**config.mk**
```make
export PLATFORM = sky130hd
export DESIGN_NAME = mem_seq_master
export DESIGN_NICKNAME = d
export VERILOG_FILES = /design/src/rtl/mem_seq_master.sv
export SDC_FILE = /design/constraint.sdc
export NUM_CORES = 1
export LEC_CHECK = 0
export ABC_AREA = 1
export CORE_MARGIN = 2
export CORE_UTILIZATION = 45
export DETAILED_ROUTE_END_ITERATION = 10
export GPL_ROUTABILITY_DRIVEN = 0
export HOLD_SLACK_MARGIN = 0.15
export PLACE_DENSITY = 0.87
export SLEW_MARGIN = 20
export SYNTH_ARGS = -nofsm -noshare
export SYNTH_HDL_FRONTEND = slang
export SYNTH_SLANG_ARGS = --single-unit
```
**constraint.sdc**
```tcl
create_clock -name clock -period 2.41 [get_ports clock]
set_input_delay 0.241 -clock clock [delete_from_list [all_inputs] [get_ports clock]]
set_output_delay 0.241 -clock clock [all_outputs]
set_load 0.01 [all_outputs]
```
**src/rtl/mem_seq_master.sv**
```systemverilog
// Byte-burst memory-channel master: streams len bytes to/from sequential addresses, one access per REQ/GAP pair.
// Optional stall watchdog is compiled in when MEM_SEQ_MASTER_TIMEOUT_EN is defined.
module mem_seq_master #(
  parameter int ADDR_W  = 11,
  parameter int TIMEOUT = 255
) (
  input  logic              clock,
  input  logic              reset,
  input  logic              cmd_valid,
  output logic              cmd_ready,
  input  logic              cmd_write,
  input  logic [ADDR_W-1:0] cmd_addr,
  input  logic [7:0]        cmd_len,
  input  logic              wr_valid,
  output logic              wr_ready,
  input  logic [7:0]        wr_data,
  output logic              rd_valid,
  input  logic              rd_ready,
  output logic [7:0]        rd_data,
  output logic              done,
  output logic              error,
  output logic              Mout_oe_ram,
  output logic              Mout_we_ram,
  output logic [ADDR_W-1:0] Mout_addr_ram,
  output logic [7:0]        Mout_Wdata_ram,
  output logic [3:0]        Mout_data_ram_size,
  input  logic [7:0]        M_Rdata_ram,
  input  logic              M_DataRdy
);

  typedef enum logic [1:0] {IDLE, REQ, GAP, DONE} state_t;

  state_t            state;
  state_t            state_next;
  logic [ADDR_W-1:0] addr_q;
  logic [7:0]        count_q;
  logic              write_q;

  logic [7:0]        fifo_mem [2];
  logic              wr_ptr;
  logic              rd_ptr;
  logic [1:0]        fifo_cnt;

  logic              fifo_full;
  logic              accept;
  logic              strobe;
  logic              access_done;
  logic              push;
  logic              pop;
  logic              timeout_hit;

  if (TIMEOUT < 1) begin : g_timeout_check
    $error("mem_seq_master: TIMEOUT must be at least 1");
  end

  // A read strobe is only raised with a free buffer slot, so once raised it
  // stays up until the responder answers (pops can only free more space).
  assign fifo_full   = (fifo_cnt == 2'd2);
  assign accept      = (state == IDLE) && cmd_valid;
  assign strobe      = (state == REQ) && (write_q ? wr_valid : !fifo_full);
  assign access_done = strobe && M_DataRdy;
  assign push        = access_done && !write_q;
  assign pop         = rd_valid && rd_ready;

  assign rd_valid           = (fifo_cnt != 2'd0);
  assign rd_data            = fifo_mem[rd_ptr];
  assign Mout_addr_ram      = addr_q;
  assign Mout_data_ram_size = 4'd8;

  always_comb begin
    state_next     = state;
    cmd_ready      = 1'b0;
    wr_ready       = 1'b0;
    Mout_oe_ram    = 1'b0;
    Mout_we_ram    = 1'b0;
    Mout_Wdata_ram = 8'h00;
    done           = 1'b0;
    case (state)
      IDLE: begin
        cmd_ready = 1'b1;
        if (cmd_valid) state_next = (cmd_len == 8'd0) ? DONE : REQ;
      end
      REQ: begin
        Mout_oe_ram = strobe && !write_q;
        Mout_we_ram = strobe && write_q;
        wr_ready    = write_q;
        if (write_q) Mout_Wdata_ram = wr_data;
        if (access_done)      state_next = GAP;
        else if (timeout_hit) state_next = DONE;
      end
      GAP:     state_next = (count_q == 8'd0) ? DONE : REQ;
      DONE: begin
        done       = 1'b1;
        state_next = IDLE;
      end
      default: state_next = IDLE;
    endcase
  end

  // Address and remaining count advance on the completing edge, so GAP
  // already sees the post-access values when deciding REQ vs DONE.
  always_ff @(posedge clock) begin
    if (reset) begin
      state   <= IDLE;
      addr_q  <= '0;
      count_q <= 8'd0;
      write_q <= 1'b0;
    end else begin
      state <= state_next;
      if (accept) begin
        addr_q  <= cmd_addr;
        count_q <= cmd_len;
        write_q <= cmd_write;
      end else if (access_done) begin
        addr_q  <= addr_q + 1'b1;
        count_q <= count_q - 8'd1;
      end
    end
  end

  always_ff @(posedge clock) begin
    if (reset) begin
      wr_ptr   <= 1'b0;
      rd_ptr   <= 1'b0;
      fifo_cnt <= 2'd0;
    end else begin
      if (push) begin
        fifo_mem[wr_ptr] <= M_Rdata_ram;
        wr_ptr           <= !wr_ptr;
      end
      if (pop) rd_ptr <= !rd_ptr;
      case ({push, pop})
        2'b10:   fifo_cnt <= fifo_cnt + 2'd1;
        2'b01:   fifo_cnt <= fifo_cnt - 2'd1;
        default: fifo_cnt <= fifo_cnt;
      endcase
    end
  end

`ifdef MEM_SEQ_MASTER_TIMEOUT_EN
  localparam int TW = (TIMEOUT < 2) ? 1 : $clog2(TIMEOUT);

  logic [TW-1:0] timer_q;
  logic          error_q;

  // The TIMEOUT-th unanswered strobe cycle abandons the burst.
  assign timeout_hit = strobe && !M_DataRdy && (timer_q == TW'(TIMEOUT - 1));
  assign error       = error_q;

  always_ff @(posedge clock) begin
    if (reset) begin
      timer_q <= '0;
      error_q <= 1'b0;
    end else begin
      if (accept)           error_q <= 1'b0;
      else if (timeout_hit) error_q <= 1'b1;
      if ((state != REQ) || access_done || timeout_hit) timer_q <= '0;
      else if (strobe)                                  timer_q <= timer_q + 1'b1;
    end
  end
`else
  assign timeout_hit = 1'b0;
  assign error       = 1'b0;
`endif

endmodule
```
# --- Yosys cells after proc, flatten, opt, wreduce, memory -nomap -nowiden ---
# Memory sizes are Yosys's and may differ from the RTL's. A register that Yosys moved wholly into a read port is not among the register bits.
# Index checks and enable logic that the tools add are counted.
# Widths: inputs -> output; s select.
totals:
  romBits: 0
  register_bits: 26
  ram_bits: 16
  latchBits: 0
  output_inout_bits: 38
  input_bits: 42
  mem_count: 1
classes:
  n_reduce_logical: 18
  mux: 23
  n_mul: 0
  magnitude_cmp: 0
  n_eq_ne: 8
  bitwise_logic: 0
  n_div: 0
  addsub: 4
  shifts: 0
mem_list:
  columns: ["name", "words", "word_bits", "read_ports", "rd_clocked_by_memory_dff", "wr", "line_no", "text"]
  rows:
  - ["fifo_mem", 2, 8, 1, 1, 1, "39", "logic [7:0] fifo_mem [2];"]
ops:
  columns: ["cell", "n"]
  rows:
  - ["$mux 8", 4]
  - ["$mux 11", 2]
  - ["$logic_not 8->1", 2]
  - ["$add 11x1->11 const B", 1]
  - ["$mux 1", 11]
  - ["$eq 2x2->1 const B", 4]
  - ["$mux 2", 4]
  - ["$pmux 2 s4", 1]
  - ["$sub 8x1->8 const B", 1]
  - ["$logic_and 1x1->1", 7]
  - ["$reduce_bool 2->1", 3]
  - ["$eq 2x1->1 const B", 2]
  - ["$logic_not 1->1", 4]
  - ["$ne 2x2->1 const B", 2]
  - ["$pmux 2 s2", 1]
  - ["$add 2x1->2 const B", 1]
  - ["$logic_not 2->1", 1]
  - ["$reduce_and 2->1", 1]
  - ["$sub 2x1->2 const B", 1]

# --- Depth between registers and ports, before layout ---
# Gate-level depths: netlist (run 1).
depth:
  ltp_word: 9
  ltp_mapped: 13
  depth_no_buf: 13

# --- Worst setup path before layout (run 1) ---
# Ideal clock, no wire load.
synth_path:
  path_type: "register to register"
  start: "register fifo_cnt[0]"
  end: "memory fifo_mem[1][0], enable pin"
  slack_ns: 0.523
  arrival_time_ns: 1.504
  path_stages_with_launch: 9
  setup_time_ns: 0.383
  n_path_buf: 0
  cell_sequence: "dfxtp_1 > inv_1 > nand2_1 > nand2_1 > nand2_2 > nand3_4 > inv_2 > nand2_1 > nor3_1"
synth_between:
  elab_chain_len: 9
synth_lines:
  columns: ["element", "line_no", "text"]
  rows:
  - ["from (decl)", "42", "logic [1:0] fifo_cnt;"]
  - ["from (signal assigned)", "133", "2'b10: fifo_cnt <= fifo_cnt + 2'd1;"]
  - ["from (signal assigned)", "134", "2'b01: fifo_cnt <= fifo_cnt - 2'd1;"]
  - ["from (signal assigned)", "135", "default: fifo_cnt <= fifo_cnt;"]
  - ["$eq 2x2->1", "58", "assign fifo_full = (fifo_cnt == 2'd2);"]
  - ["$logic_not 1->1", "60", "assign strobe = (state == REQ) && (write_q ? wr_valid : !fifo_full);"]
  - ["$mux 1", "60", null]
  - ["$logic_and 1x1->1", "60", null]
  - ["$logic_and 1x1->1", "61", "assign access_done = strobe && M_DataRdy;"]
  - ["$logic_and 1x1->1", "62", "assign push = access_done && !write_q;"]
  - ["$mux 1", "127", "if (push) begin"]
  - ["$mux 1", "122", "if (reset) begin"]
  - ["$mux 1 (not written as such)", "128", "fifo_mem[wr_ptr] <= M_Rdata_ram;"]
  - ["to (decl)", "39", null]
# No other way between the ends.

# --- Final worst setup path (run 1) ---
layout_path:
  start: "register state[0]"
  end: "output Mout_Wdata_ram[0]"
layout_between:
  elab_chain_len: 2
layout_lines:
  columns: ["element", "line_no", "text"]
  rows:
  - ["from (decl)", "33", "state_t state;"]
  - ["from (signal assigned)", "109", "state <= state_next;"]
  - ["$eq 2x1->1", "78", "case (state)"]
  - ["$mux 8", "78", null]
  - ["to (decl)", "25", "output logic [7:0] Mout_Wdata_ram,"]
# No other way between the ends.

==> reports/metrics.yaml, run 1 <==
run_status:
  status: "finished clean"
floorplanning:
  io_pins: 80
  core_sq_um: 5040
  start_util: 0.458
  row_count: 26
  die_h_microns: 75.6
  die_w_microns: 75.6
  dieArea_sq_um: 5720
synth:
  ys.flop_type: "dfxtp_1"
  syn_area_sq_um: 2310
  async_flop_share: 0
  ys_seq_area_frac: 0.442
  synthTopCellsByArea: "dfxtp_1, edfxtp_1, nand2_1"
  yosysUniqueCellTypes: 33
  syn_inst: 296
  avgSynthCellArea_sq_um: 7.80
  yosysWarnings: 0
  yosysTopAreaCell: "dfxtp_1"
  ys_ff_latch: 43
  synth_edf_count: 16
  yosysTopAreaCellShare: 0.234
layout:
  areaGrowthSynthToFinish_pct: 37.9
  layout-drive-gt1-share: 0.0965
  fin_util: 0.631
  finalNetCount: 417
  n_antenna_cell: 0
route:
  wire_per_inst_microns: 12.3
  ant_nets: 0
  first_iter_violations: 133
  dr_total_vias: 2182
  viasPerCell: 4.93
  drc: 0
  drt-pass1-iter-count: 4
  wl_microns: 5430
clocking:
  post-cts-setup-buffer-count: 0
  h-tree-depth: 2
  cts_resized: 0
  clk-insertion-delay-late_ns: 0.30
  cts_buffers: 5
  cts.clk_slew.worst_paths_ns: 0.08
  clock_sinks: 43
  holdBufCountCts: 0
  root_buffer: "clkbuf_8"
  clockBufferDepth: 2
  cts_tree: "yes"
sta:
  rsz0062_at_grt: "false"
  drv_slew: 0
  timing.setup.tns_ns: 0
  tightest_slew_ns: 0.507
  setup_violations: 0
  hold_violations: 0
  max_freq_mhz: 484
  period_share: 0.858
  min_period_ns: 2.07
  max_slew_margin: 0.662
  skew_ns: 0.00444
critical_path:
  crit_fanout: 9
  cp-start-kind: "register"
  crit_type: "reg -> out"
  crit_required_ns: 2.17
  timing.rr.end: "fifo_cnt[1]"
  worstReg2RegStart: "fifo_cnt[0]"
  ff2ff_path_depth: 13
  end_kind: "output pin"
  r2r_slack_ns: 0.59
  timing.critical_path.arrival_ns: 1.83
power_and_ir_drop:
  powerDensity_nw_per_um2: 591
  ir_worst_vdd_mv: 0.386
  p_int_mw: 1.29
  p_sw_frac: 0.317
  p_leak_nw: 1.35
  combPwrFrac: 0.285
  clkPwrFrac: 0.252
  p_seq_frac: 0.463
  p_sw_mw: 0.597
hold_path:
  hold_class: "reg -> reg"
  hold_end: "rd_ptr"
  worstHoldStart: "rd_ptr"
  whs_path_depth: 1
global_route:
  grt_overflow_total: 0
  grt_pass1_vias: 1980
  grt_max_degree: 24
  grt_util_all_layers: 0.203
  grt_antenna_before_repair: 0
  grt_first_pass_wirelength_microns: 8860
job:
  drv_cap: 0
place:
  io_buffers: 74
  dp_hpwl_microns: 3990
## synth_stat cells, types with 3 or more instances
library cell / n
a21oi_1: 18
buf_4: 5
buf_6: 3
clkbuf_1: 3
dfxtp_1: 27
edfxtp_1: 16
ha_1: 3
inv_1: 35
inv_2: 5
mux2_2: 8
nand2_1: 65
nand3_1: 28
nor2_1: 27
nor3_1: 3
o21a_1: 4
o21ai_0: 16
o21ai_1: 3
xor2_1: 6
## kinds of logic (layout without fill, tap and decap cells)
family                   count (synthesis)  after routing  synth area share
AO/OA/AOI/OAI                           46             46             0.109
flip-flops                              43             43             0.442
multiplexers                             8              8            0.0390
AND/OR/NAND/NOR                        134            134             0.256
other                                    2              5           0.00325
XOR/XNOR                                 8              8            0.0304
adder cells (fa/ha/maj)                  3              3            0.0163
buffers and inverters                   52            126             0.103
## sequential cells by signal, summed over array words and instances (netlist names), named ones only
signal,cells
fifo_mem,16
write_q,1
count_q,8
Mout_addr_ram,11
wr_ptr,1
rd_ptr,1
fifo_cnt,2
state,2
## power by group through the flow
stage | clock [mW] | combinational (mW) | sequential [mW]
global route | 0.515 | 0.598 | 0.881
detailed placement | 0 | 0.533 | 0.887
CTS | 0.488 | 0.535 | 0.871
floorplan | 0 | 0.327 | 0.876
global placement | 0 | 0.520 | 0.885
finish | 0.474 | 0.536 | 0.872
## through the flow
step / power (mW) / instance area (sq um) / setup WS, ns / hold slack [ns] / cells
2_1_floorplan: 1.20 / 2320 / 0.523 / 0.310 / 299
3_3_place_gp: 1.40 / 3090 / 0.468 / 0.437 / 435
3_5_place_dp: 1.42 / 3090 / 0.407 / 0.444 / 435
4_1_cts: 1.89 / 3180 / 0.312 / 0.458 / 443
5_1_grt: 1.99 / 3180 / 0.193 / 0.491 / 443
6_report: 1.88 / 3180 / 0.343 / 0.461 / 443
## worst max-delay path: stages (launching register included)
cell	delay [ns]
dfxtp_1	0.38
inv_2	0.08
nor2_4	0.15
nand2_1	0.21
nor2_1	0.14
clkdlybuf4s50_1	0.56
## per-layer routing
layer / global-route usage / wire, microns / up-vias
li1: - / - / 1103
met1: 0.248 / 2360 / 1000
met2: 0.355 / 2700 / 69
met3: 0.0476 / 302 / 10
met4: 0.0663 / 70 / 0
met5: 0 / 0 / -
## cell usage in the layout (no fill, tap or decap), types with 2 or more instances in the layout
| master | count |
|---|---|
| clkinvlp_4 | 2 |
| clkbuf_8 | 5 |
| o21ai_1 | 3 |
| nand3_1 | 28 |
| inv_1 | 35 |
| nor2_2 | 2 |
| o21ai_0 | 16 |
| clkdlybuf4s50_1 | 74 |
| or2_2 | 2 |
| ha_1 | 3 |
| nand2_1 | 65 |
| buf_4 | 4 |
| dfxtp_1 | 27 |
| nor3_1 | 3 |
| a21oi_1 | 18 |
| nor2_1 | 27 |
| xor2_1 | 6 |
| inv_2 | 5 |
| xnor2_1 | 2 |
| edfxtp_1 | 16 |
| o21a_1 | 4 |
| mux2_2 | 8 |
| a21oi_2 | 2 |
| nand2_2 | 2 |
| conb_1 | 5 |
## cell type report
class / count / area (sq um)
clock buffers: 5 / 68.8
clock inverters: 3 / 23.8
fillers: 431 / 1860
inverters: 40 / 150
multi-input cells: 204 / 1060
flip-flops and latches: 43 / 1020
well taps: 70 / 87.6
repair buffers: 78 / 771
## worst max-delay path by stage
stage	start	endpoint	slack (ns)	depth (start not counted)
after floorplan	fifo_cnt[0]	fifo_mem[1][0]	0.52	8
after global placement	wr_valid	fifo_cnt[1]	0.47	12
after detailed placement	wr_valid	fifo_cnt[1]	0.41	12
after CTS	state[0]	Mout_Wdata_ram[3]	0.31	5
after global routing	state[0]	Mout_Wdata_ram[2]	0.19	5
final	state[0]	Mout_Wdata_ram[0]	0.34	5
Power figures use the tool's default switching activity.
==> inputs of run 2 (changes only) <==
- PLACE_DENSITY: 0.87 -> 0.82
==> run 2 against run 1 <==
Utilization unchanged. Clock skew increased by 0.0022 ns. Critical path depth unchanged. Maximum frequency decreased by 0.25%. Setup slack got worse by 0.0052 ns. Sequential cell count unchanged. Via count decreased by 2.0%. Wire length increased by 0.70%. Critical path type unchanged.
==> reports/metrics.yaml, run 2 (synthesis results as in run 1) <==
sta:
  min_period_ns: 2.07  # +0.00522 ns
  skew_ns: 0.00669  # +0.00224 ns
  rsz0062_at_grt: "false"
  setup_violations: 0  # unchanged
  hold_violations: 0  # unchanged
  period_share: 0.860  # +0.00217
  max_freq_mhz: 483  # -0.25%
  timing.setup.tns_ns: 0  # unchanged
  setup_ws_ns: 0.338  # -0.00522 ns
  drv_slew: 0  # unchanged
clocking:
  cts_resized: 0  # unchanged
  clock_sinks: 43  # unchanged
  clk-insertion-delay-late_ns: 0.30  # about the same
  h-tree-depth: 2  # unchanged
  post-cts-setup-buffer-count: 0  # unchanged
  cts.clk_slew.worst_paths_ns: 0.09  # about the same
  holdBufCountCts: 0  # unchanged
  root_buffer: "clkbuf_8"
  clockBufferDepth: 2  # unchanged
  cts_tree: "yes"
  cts_buffers: 5  # unchanged
layout:
  areaGrowthSynthToFinish_pct: 37.9  # unchanged
  layout_common_cells: "clkdlybuf4s50_1, nand2_1, inv_1"
  regMostFlops: "fifo_mem"
  final_common_cell: "clkdlybuf4s50_1"
  finalNetCount: 417  # unchanged
  fill_cells: 445  # +3.2%
  layout-drive-gt1-share: 0.0965  # unchanged
  largest_reg_flops: 16  # unchanged
  n_antenna_cell: 0  # unchanged
hold_path:
  hold_class: "reg -> reg"
global_route:
  grt_max_degree: 24  # unchanged
  grt_first_pass_wirelength_microns: 8830  # -0.30%
  grt_antenna_before_repair: 0  # unchanged
  grt_util_all_layers: 0.200  # -0.00348
  grt_pass1_vias: 1957  # -1.2%
  grt_overflow_total: 0  # unchanged
floorplanning:
  start_util: 0.458  # unchanged
  core_sq_um: 5040  # unchanged
  row_count: 26  # unchanged
  dieArea_sq_um: 5720  # unchanged
  die_h_microns: 75.6  # unchanged
  die_w_microns: 75.6  # unchanged
  io_pins: 80  # unchanged
place:
  io_buffers: 74  # unchanged
  dp_hpwl_microns: 4000  # +0.22%
  pre_cts_ws_ns: 0.408  # +0.00159 ns
route:
  drc: 0  # unchanged
  viasPerCell: 4.83  # -2.0%
  drt-pass1-iter-count: 4  # unchanged
  dr_total_vias: 2138  # -2.0%
  ant_nets: 0  # unchanged
  wl_microns: 5470  # +0.70%
  first_iter_violations: 107  # -20%
  wire_per_inst_microns: 12.3  # +0.70%
power_and_ir_drop:
  ir_worst_vdd_mv: 0.330  # -15%
  p_leak_nw: 1.35  # unchanged
  powerDensity_nw_per_um2: 593  # +0.34%
critical_path:
  end_kind: "output pin"
  crit_type: "reg -> out"
  crit_required_ns: 2.17  # about the same
  timing.critical_path.arrival_ns: 1.83  # about the same
  crit_fanout: 9  # unchanged
  cp-start-kind: "register"
run_status:
  status: "finished clean"
job:
  drv_cap: 0  # unchanged
==> run 2: layout make-up <==
type	instances	area, sq um	area share
Sequential cell	43	1020	0.321
Tap cell	70	87.6	0.0275
Inverter	40	150	0.0472
Clock inverter	3	23.8	0.00747
Clock buffer	5	68.8	0.0216
Timing Repair Buffer	78	771	0.242
Multi-Input combinational cell	204	1060	0.333
==> run 2: per-layer routing <==
metal	track usage	up-vias	share of wire
li1	-	1102	-
met1	0.261	960	0.44
met2	0.340	68	0.50
met3	0.0291	8	0.052
met4	0.0682	0	0.010
met5	0	-	0
==> run 2: critical path, cell delays in order (launching register included) <==
cell and delay (ns):
dfxtp_1 0.38, inv_2 0.08, nor2_4 0.15, nand2_1 0.21, nor2_1 0.15, clkdlybuf4s50_1 0.55
==> run 2: per-stage QoR <==
step           hold WS, ns  utilization  power, mW  cell area (sq um)  cells
3_5_place_dp         0.444        0.613       1.42               3090    435
6_report             0.457        0.631       1.89               3180    443
3_3_place_gp         0.438        0.613       1.40               3090    435
4_1_cts              0.455        0.631       1.89               3180    443
5_1_grt              0.490        0.631       1.99               3180    443
2_1_floorplan        0.310            -       1.20               2320    299
==> run 2: worst paths after layout <==
check	from	slack, ns	depth (start not counted)	to
worst max-delay path	state[0]	0.34	5	Mout_Wdata_ram[5]
worst min-delay path	rd_ptr	0.46	1	rd_ptr
worst max register to register	fifo_cnt[0]	0.62	13	fifo_cnt[1]
worst min register to register	rd_ptr	0.46	1	rd_ptr
==> run 2: where the power goes <==
part	internal (mW)	switching, mW	total [mW]
sequential	0.809	0.0615	0.871
combinational	0.268	0.269	0.538
clock	0.207	0.273	0.480
==> inputs of run 3 (changes only) <==
- CTS_BUF_LIST: unset -> sky130_fd_sc_hd__clkbuf_16
==> run 3 against run 2 <==
Clock skew decreased by 0.0019 ns. Combinational power is essentially flat. Clock-buffer cell count stayed put. Utilization increased by 1.1 points. Design area up 1.8%. Power grew 10%. Critical path depth unchanged. Non-clock buffer count unchanged. Largest cell class unchanged. Hold slack worse by 0.00050 ns. Clock power rose by 41%. Via count shrank 0.37%. Sequential cell count unchanged.
==> reports/metrics.yaml, run 3 (synthesis results as in run 1) <==
global_route:
  grt_max_degree: 24  # unchanged
  grt_util_all_layers: 0.205  # +0.00469
  grt_antenna_before_repair: 0  # unchanged
  grt_overflow_total: 0  # unchanged
  grt_first_pass_wirelength_microns: 8960  # +1.4%
  grt_pass1_vias: 1956  # -0.051%
critical_path:
  path_buf_inv: 2  # unchanged
  crit_fanout: 9  # unchanged
  cp_slowest_cell: "clkdlybuf4s50_1"
  timing.critical_path.arrival_ns: 1.83  # about the same
  cp_cell_sequence: "inv_2, nor2_4, nand2_1, nor2_1, clkdlybuf4s50_1"
  end_kind: "output pin"
  cp-start-kind: "register"
  critPathTopFamily: "buffers and inverters"
  slowest_delay_ns: 0.55  # about the same
  crit_required_ns: 2.17  # about the same
  crit_type: "reg -> out"
clocking:
  clock_sinks: 43  # unchanged
  clk-insertion-delay-late_ns: 0.28  # -0.02 ns
  clockBufferDepth: 2  # unchanged
  root_buffer: "clkbuf_16"
  cts_resized: 0  # unchanged
  cts.clk_slew.worst_paths_ns: 0.06  # -0.03 ns
  h-tree-depth: 2  # unchanged
  post-cts-setup-buffer-count: 0  # unchanged
  cts_tree: "yes"
  cts_buffers: 5  # unchanged
  holdBufCountCts: 0  # unchanged
sta:
  max_freq_mhz: 483  # +0.16%
  skew_ns: 0.00476  # -0.00193 ns
  period_share: 0.858  # -0.00138
  min_period_ns: 2.07  # -0.00333 ns
  setup_ws_ns: 0.341  # +0.00333 ns
  rsz0062_at_grt: "false"
  timing.setup.tns_ns: 0  # unchanged
  drv_slew: 0  # unchanged
  hold_violations: 0  # unchanged
  setup_violations: 0  # unchanged
floorplanning:
  die_w_microns: 75.6  # unchanged
  row_count: 26  # unchanged
  io_pins: 80  # unchanged
  core_sq_um: 5040  # unchanged
  start_util: 0.458  # unchanged
  dieArea_sq_um: 5720  # unchanged
  die_h_microns: 75.6  # unchanged
route:
  wire_per_inst_microns: 12.4  # +0.22%
  first_iter_violations: 93  # -13%
  ant_nets: 0  # unchanged
  wl_microns: 5480  # +0.22%
  dr_total_vias: 2130  # -0.37%
  drc: 0  # unchanged
  drt-pass1-iter-count: 4  # unchanged
  viasPerCell: 4.81  # -0.37%
layout:
  finalNetCount: 417  # unchanged
  layout-drive-gt1-share: 0.0965  # unchanged
  largest_reg_flops: 16  # unchanged
  layout_common_cells: "clkdlybuf4s50_1, nand2_1, inv_1"
  multi_input_area_sq_um: 1060  # unchanged
  fin_util: 0.642  # +0.0112
  areaGrowthSynthToFinish_pct: 40.3
  fill_cells: 435  # -2.2%
  regMostFlops: "fifo_mem"
  final_common_cell: "clkdlybuf4s50_1"
  seqCellArea_sq_um: 1020  # unchanged
  n_antenna_cell: 0  # unchanged
power_and_ir_drop:
  ir_worst_vdd_mv: 0.369  # +12%
  powerDensity_nw_per_um2: 644  # +8.5%
  p_leak_nw: 1.37  # +1.9%
run_status:
  status: "finished clean"
job:
  drv_cap: 0  # unchanged
place:
  io_buffers: 74  # unchanged
  dp_hpwl_microns: 4000  # unchanged
  pre_cts_ws_ns: 0.408  # unchanged
hold_path:
  hold_class: "reg -> reg"
-- run 3: cell counts in the layout (fill, tap and decap cells not counted) --
No cell type changed its count.
-- run 3: area by class of cell --
type / count / area share
timing repair buffer: 78 / 0.238
inverter: 40 / 0.0463
clock buffer: 5 / 0.0386
multi-input combinational: 204 / 0.328
clock inverter: 3 / 0.00734
sequential: 43 / 0.315
tap: 70 / 0.0270
-- run 3: report_power, final --
group | total (mW) | leakage, nW | switching [mW] | internal [mW]
logic | 0.537 | 0.938 | 0.269 | 0.268
registers | 0.872 | 0.366 | 0.0615 | 0.810
clock network | 0.677 | 0.0664 | 0.290 | 0.387
total | 2.09 | 1.37 | 0.620 | 1.47
-- run 3: through the flow --
stage / std cells / hold slack, ns / area [sq um] / power, mW
after CTS: 443 / 0.451 / 3240 / 2.10
after global routing: 443 / 0.478 / 3240 / 2.20
after global placement: 435 / 0.438 / 3090 / 1.40
after floorplan: 299 / 0.310 / 2320 / 1.20
after detailed placement: 435 / 0.444 / 3090 / 1.42
final: 443 / 0.457 / 3240 / 2.09
-- run 3: worst paths after layout --
path	from	to	slack (ns)	cells past startpoint
hold / removal	rd_ptr	rd_ptr	0.46	1
hold reg to reg	rd_ptr	rd_ptr	0.46	1
setup reg to reg	state[0]	fifo_cnt[1]	0.63	11
setup / recovery	state[0]	Mout_Wdata_ram[7]	0.34	5
-- run 3: per-layer routing --
metal  global-route usage  vias to the layer above  routed length (microns)
met2                0.341                       68                     2730
li1                     -                     1101                        -
met5                    0                        -                        0
met4               0.0760                        0                       52
met3               0.0410                        6                      300
met1                0.263                      955                     2400
